===== src/rtl/multicycle_control_fsm.sv =====
// Multi-cycle MIPS main controller: steps the shared datapath through fetch/decode/execute,
// with a bounded wait on the memory ready handshake.
module multicycle_control_fsm #(
  parameter int WAIT_W     = 8,
  parameter int WAIT_LIMIT = 255
) (
  input  logic       clk,
  input  logic       reset,
  input  logic [5:0] opcode,
  input  logic       mem_ready,
  output logic       PCWrite,
  output logic       PCWriteCond,
  output logic       IorD,
  output logic       MemRead,
  output logic       MemWrite,
  output logic       IRWrite,
  output logic       MemtoReg,
  output logic       RegDst,
  output logic       RegWrite,
  output logic       ALUSrcA,
  output logic [1:0] ALUSrcB,
  output logic [1:0] ALUOp,
  output logic [1:0] PCSource,
  output logic [3:0] state,
  output logic       instr_done,
  output logic       illegal_op,
  output logic       mem_timeout
);

  typedef enum logic [3:0] {
    S_FETCH  = 4'd0,  S_DECODE = 4'd1,  S_MEMADR = 4'd2,  S_MEMRD  = 4'd3,
    S_MEMWB  = 4'd4,  S_MEMWR  = 4'd5,  S_EXEC   = 4'd6,  S_ALUWB  = 4'd7,
    S_BRANCH = 4'd8,  S_JUMP   = 4'd9,  S_ADDIEX = 4'd10, S_ADDIWB = 4'd11
  } state_t;

  localparam logic [5:0] OP_R    = 6'b000000;
  localparam logic [5:0] OP_LW   = 6'b100011;
  localparam logic [5:0] OP_SW   = 6'b101011;
  localparam logic [5:0] OP_BEQ  = 6'b000100;
  localparam logic [5:0] OP_J    = 6'b000010;
  localparam logic [5:0] OP_ADDI = 6'b001000;
  localparam logic [WAIT_W-1:0] LIM_M1 = WAIT_W'(WAIT_LIMIT - 1);

  typedef struct packed {
    logic       pcwrite, pcwritecond, iord, memread, memwrite, irwrite;
    logic       memtoreg, regdst, regwrite, alusrca;
    logic [1:0] alusrcb, aluop, pcsource;
    logic       done, illegal, timeout;
  } ctrl_t;

  state_t            cur, nxt;
  logic [WAIT_W-1:0] wcnt;
  logic              waiting, timeout;
  ctrl_t             c;

  assign waiting = (cur == S_FETCH) || (cur == S_MEMRD) || (cur == S_MEMWR);
  // mem_ready has priority: a completing access never times out
  assign timeout = (WAIT_LIMIT != 0) && waiting && !mem_ready && (wcnt == LIM_M1);

  always_ff @(posedge clk) begin
    if (reset) begin
      cur  <= S_FETCH;
      wcnt <= '0;
    end else begin
      cur <= nxt;
      if (!waiting || mem_ready || timeout || (nxt != cur)) wcnt <= '0;
      else                                                   wcnt <= wcnt + 1'b1;
    end
  end

  always_comb begin
    nxt = cur;
    case (cur)
      S_FETCH:  if (mem_ready) nxt = S_DECODE; else if (timeout) nxt = S_FETCH;
      S_DECODE: begin
        case (opcode)
          OP_R:         nxt = S_EXEC;
          OP_LW, OP_SW: nxt = S_MEMADR;
          OP_BEQ:       nxt = S_BRANCH;
          OP_J:         nxt = S_JUMP;
          OP_ADDI:      nxt = S_ADDIEX;
          default:      nxt = S_FETCH;
        endcase
      end
      S_MEMADR: begin
        if      (opcode == OP_LW) nxt = S_MEMRD;
        else if (opcode == OP_SW) nxt = S_MEMWR;
        else                      nxt = S_FETCH;
      end
      S_MEMRD:  if (mem_ready) nxt = S_MEMWB; else if (timeout) nxt = S_FETCH;
      S_MEMWR:  if (mem_ready || timeout) nxt = S_FETCH;
      S_EXEC:   nxt = S_ALUWB;
      S_ADDIEX: nxt = S_ADDIWB;
      S_MEMWB, S_ALUWB, S_BRANCH, S_JUMP, S_ADDIWB: nxt = S_FETCH;
      default:  nxt = S_FETCH;
    endcase
  end

  always_comb begin
    c = '0;
    case (cur)
      S_FETCH: begin
        c.memread = 1'b1;
        c.alusrcb = 2'b01;
        c.irwrite = mem_ready;
        c.pcwrite = mem_ready;
      end
      S_DECODE: begin
        c.alusrcb = 2'b11;
        if (!(opcode inside {OP_R, OP_LW, OP_SW, OP_BEQ, OP_J, OP_ADDI})) c.illegal = 1'b1;
      end
      S_MEMADR, S_ADDIEX: begin
        c.alusrca = 1'b1;
        c.alusrcb = 2'b10;
      end
      S_MEMRD: begin
        c.memread = 1'b1;
        c.iord    = 1'b1;
      end
      S_MEMWB: begin
        c.regwrite = 1'b1;
        c.memtoreg = 1'b1;
        c.done     = 1'b1;
      end
      S_MEMWR: begin
        c.memwrite = 1'b1;
        c.iord     = 1'b1;
        c.done     = mem_ready;
      end
      S_EXEC: begin
        c.alusrca = 1'b1;
        c.aluop   = 2'b10;
      end
      S_ALUWB: begin
        c.regwrite = 1'b1;
        c.regdst   = 1'b1;
        c.done     = 1'b1;
      end
      S_BRANCH: begin
        c.alusrca     = 1'b1;
        c.aluop       = 2'b01;
        c.pcwritecond = 1'b1;
        c.pcsource    = 2'b01;
        c.done        = 1'b1;
      end
      S_JUMP: begin
        c.pcwrite  = 1'b1;
        c.pcsource = 2'b10;
        c.done     = 1'b1;
      end
      S_ADDIWB: begin
        c.regwrite = 1'b1;
        c.done     = 1'b1;
      end
      default: c = '0;
    endcase
    c.timeout = timeout;
    if (reset) c = '0;
  end

  assign PCWrite     = c.pcwrite;
  assign PCWriteCond = c.pcwritecond;
  assign IorD        = c.iord;
  assign MemRead     = c.memread;
  assign MemWrite    = c.memwrite;
  assign IRWrite     = c.irwrite;
  assign MemtoReg    = c.memtoreg;
  assign RegDst      = c.regdst;
  assign RegWrite    = c.regwrite;
  assign ALUSrcA     = c.alusrca;
  assign ALUSrcB     = c.alusrcb;
  assign ALUOp       = c.aluop;
  assign PCSource    = c.pcsource;
  assign instr_done  = c.done;
  assign illegal_op  = c.illegal;
  assign mem_timeout = c.timeout;
  assign state       = reset ? 4'd0 : 4'(cur);

endmodule


===== config.mk =====
export PLATFORM = sky130hd
export DESIGN_NAME = multicycle_control_fsm
export DESIGN_NICKNAME = d
export VERILOG_FILES = /design/src/rtl/multicycle_control_fsm.sv
export SDC_FILE = /design/constraint.sdc
export NUM_CORES = 1
export LEC_CHECK = 0
export BUFFER_PORTS_ARGS = -buffer_cell sky130_fd_sc_hd__buf_4
export CORE_MARGIN = 2
export CORE_UTILIZATION = 32
export DETAILED_ROUTE_END_ITERATION = 10
export GPL_ROUTABILITY_DRIVEN = 0
export PLACE_DENSITY = 0.54
export RECOVER_POWER = 100
export SLEW_MARGIN = 25
export SYNTH_ARGS = -nofsm -noshare
export SYNTH_HDL_FRONTEND = slang
export SYNTH_SLANG_ARGS = --single-unit

===== constraint.sdc =====
create_clock -name clk -period 1.6 [get_ports clk]
set_clock_uncertainty 0.15 [all_clocks]
set_input_delay 0.32 -clock clk [delete_from_list [all_inputs] [get_ports clk]]
set_output_delay 0.32 -clock clk [all_outputs]
set_load 0.01 [all_outputs]

==> run_results.csv <==
group,metric,value,unit
status,status,"complete, but fails checks",
status,failed_checks,"negative setup slack",
clock_tree,root_buffer,"clkbuf_4",
clock_tree,path_clk_slew,0.07,ns
sta,fmax,527,MHz
sta,slew_viol_final,0,
min_path,min_to,"cur[1]",
routing,wirelength,3300,µm
grt,grt_usage,19.9,%
worst_setup_path,crit_type,"reg -> out",
synth,ys_warn_count,0,
sta,setup-tns-final,-4.93,ns
clock_tree,cts_tree,"yes",
grt,grt-ovfl-total,0,
worst_setup_path,path_cells,"or3b_1 -> a2bb2oi_2 -> nor3_1 -> buf_4",
worst_setup_path,crit_slowest_cell,"dfxtp_4",
die,start_util,33.0,%
worst_setup_path,crit_family,"simple AND/OR/NAND/NOR gates",
cells_and_area,fin_util,66.9,%
routing,drc_errors,0,
clock_tree,cts-buffers-inserted,3,
clock_tree,cts_sinks,12,
routing,viasPerCell,5.22,
pwr,p_leak,0.828,nW
cells_and_area,fin_nets,227,
synth,synth_top_area_share,24.5,%
die,die-width,59.4,µm
synth,synthesis.nets,144,
routing,via_count,1289,
grt,grt_max_degree,9,
sta,finalCritPeriodShare,119,%
cells_and_area,drive_gt1_share,67.3,%
grt,grt_first_pass_wirelength,5480,µm
die,die_h,59.4,µm
routing,first_pass_iters,4,
cells_and_area,nFillCells,236,
routing,drtAntennaViolNets,0,
cells_and_area,n_antenna_cell,0,
placed_design,pre_cts_slack,-0.259,ns
synth,syn-instance-count,133,
synth,syn_avg_cell_area,7.38,µm²
worst_setup_path,critPathLaunchType,"register",
worst_setup_path,timing.rr.start,"cur[3]",
clock_tree,ctsHoldBuffers,0,
pwr,powerDensity,356,nW/µm²
min_path,min_from,"reset",
pwr,finalPower,0.000709,W
worst_setup_path,setup.worst_path.end_class,"output port",
worst_setup_path,arrival,1.43,ns
worst_setup_path,r2r_slack,-0.12,ns
clock_tree,htreeDepth,1,
die,dieArea,3530,µm²
grt,grt_pass1_vias,1287,
sta,grt_setup_unrepaired,"true",
die,fp.coreArea,2980,µm²
synth,synth_most_common_cell,"nor2_1",
worst_setup_path,reg2reg_depth,5,
synth,netlist_area,982,µm²
worst_setup_path,crit_buf_inv,1,
routing,wl_per_cell,13.4,µm
sta,hold_viol_final,0,
cells_and_area,seq_area,255,µm²
synth,synth_area_leader_cell,"dfxtp_1",
synth,yosys-top-cells-count,"nor2_1, dfxtp_1, nor3_1",
min_path,hold_path_class,"in -> reg",
worst_setup_path,required,1.13,ns
synth,synth_edf_count,0,
worst_setup_path,rr_endpoint,"wcnt[4]",
synth,synthFlopType,"dfxtp_1",
sta,setup_viol,28,
die,std_cell_rows,20,
synth,async_flop_share,0,%
placed_design,port_buffers,31,
worst_setup_path,critPathMaxFanout,5,
cells_and_area,syn_to_final_growth,103,%
flow_run,drv_cap,0,
clock_tree,cts_max_path_buffers,2,
die,io_pins,32,
sta,slew_headroom,79.7,%
synth,ys_seq_elements,12,
routing,drtIter0Drc,25,
sta,timing.final.ws_setup,-0.299,ns
grt,antenna_found_initial,0,
synth,yosys.cell_types.count,39,
clock_tree,insertion_delay,0.27,ns
pwr,ir_worst_vdd,446,µV
synth,ys_top_cells_by_area,"dfxtp_1, nor2_1, nor3_1, nor2_2, nor4_1",
synth,yosysSeqAreaShare,24.5,%
cells_and_area,multi_input_area,917,µm²
sta,tightest_slew,0.301,ns
sta,finalCriticalPeriod,1.90,ns
min_path,min_path_cells,3,
placed_design,dp.final_hpwl,2200,µm
worst_setup_path,critPathMaxStageDelay,0.37,ns
[report_power, final]
part           internal [W]  switching (W)
registers          0.000297     0.00000445
clock network     0.0000871      0.0000958
logic              0.000121       0.000102
[cell families after synthesis]
| kind of cell | count (synthesis) | share of synthesized area (%) |
|---|---|---|
| XOR/XNOR | 8 | 7.13 |
| buffers and inverters | 16 | 8.15 |
| flip-flops | 12 | 24.5 |
| adder cells (fa/ha/maj) | 2 | 2.55 |
| AO/OA/AOI/OAI | 18 | 13.0 |
| AND/OR/NAND/NOR | 77 | 44.7 |
[worst register-to-register path, delay by kind of cell (launching register included)]
family	cells	cell delay (ns)
compound gates	1	0.15
simple gates	3	0.84
flops	1	0.37
buf+inv	1	0.16
[final cells by class]
| class | instances | area share, % |
|---|---|---|
| clock buffer | 3 | 1.13 |
| inverter | 4 | 0.754 |
| multi-input combinational | 105 | 46.0 |
| sequential | 12 | 12.8 |
| tap | 33 | 2.07 |
| timing repair buffer | 90 | 37.2 |
[sequential cells by signal, indices dropped and copies added, names as in the netlist]
register and count:
cur 4, wcnt 8
[per-stage QoR]
stage | hold slack [ns] | cells | cell area [µm²]
6_report | 0.281 | 247 | 1990
5_1_grt | 0.293 | 247 | 1990
4_1_cts | 0.267 | 245 | 1900
3_5_place_dp | 0.371 | 227 | 1560
3_3_place_gp | 0.366 | 227 | 1560
2_1_floorplan | 0.296 | 133 | 1050
[routing by layer]
metal	part of all wire, %	up-vias	GRT usage, %
met5	0	-	0
met4	1.5	0	6.49
met3	2.8	6	1.53
met2	56	26	40.3
met1	40	619	20.9
li1	-	638	-
[placed cells by master (no fill, tap or decap), types with 2 or more instances in the layout]
cell	instances
nor4_4	2
nand2b_4	4
dfxtp_4	4
dfxtp_1	8
or2_4	3
nor2_4	2
buf_4	73
o21ai_0	4
nand3b_1	2
nor3_4	3
inv_2	2
a41oi_2	2
inv_1	2
nor4_1	2
and3_4	2
and3_1	2
nand4_1	2
o211ai_1	2
clkbuf_4	3
nor2_1	8
ha_1	2
nand3_1	6
nor3_1	5
xnor2_1	3
buf_6	15
nor4_2	3
or3b_1	3
nor3_2	2
xor2_1	4
nand2_1	5
nor2_2	12
and4_1	2
[worst max path at each step]
| stage | startpoint | end | cells past startpoint | slack [ns] |
|---|---|---|---|---|
| 2_1_floorplan | mem_ready | wcnt[0] | 6 | -0.17 |
| 3_3_place_gp | opcode[0] | illegal_op | 6 | -0.24 |
| 3_5_place_dp | opcode[0] | illegal_op | 6 | -0.26 |
| 4_1_cts | cur[3] | mem_timeout | 4 | -0.32 |
| 5_1_grt | cur[3] | mem_timeout | 4 | -0.36 |
| 6_report | cur[3] | mem_timeout | 4 | -0.30 |
[repair_timing]
item | CTS | global route
gates resized for setup | 51 | 16
endpoints found under the setup margin | 34 | 32
pin swaps | 15 | 3
setup buffers | 15 | 2
Note: power is estimated with default switching activity, not from simulation.
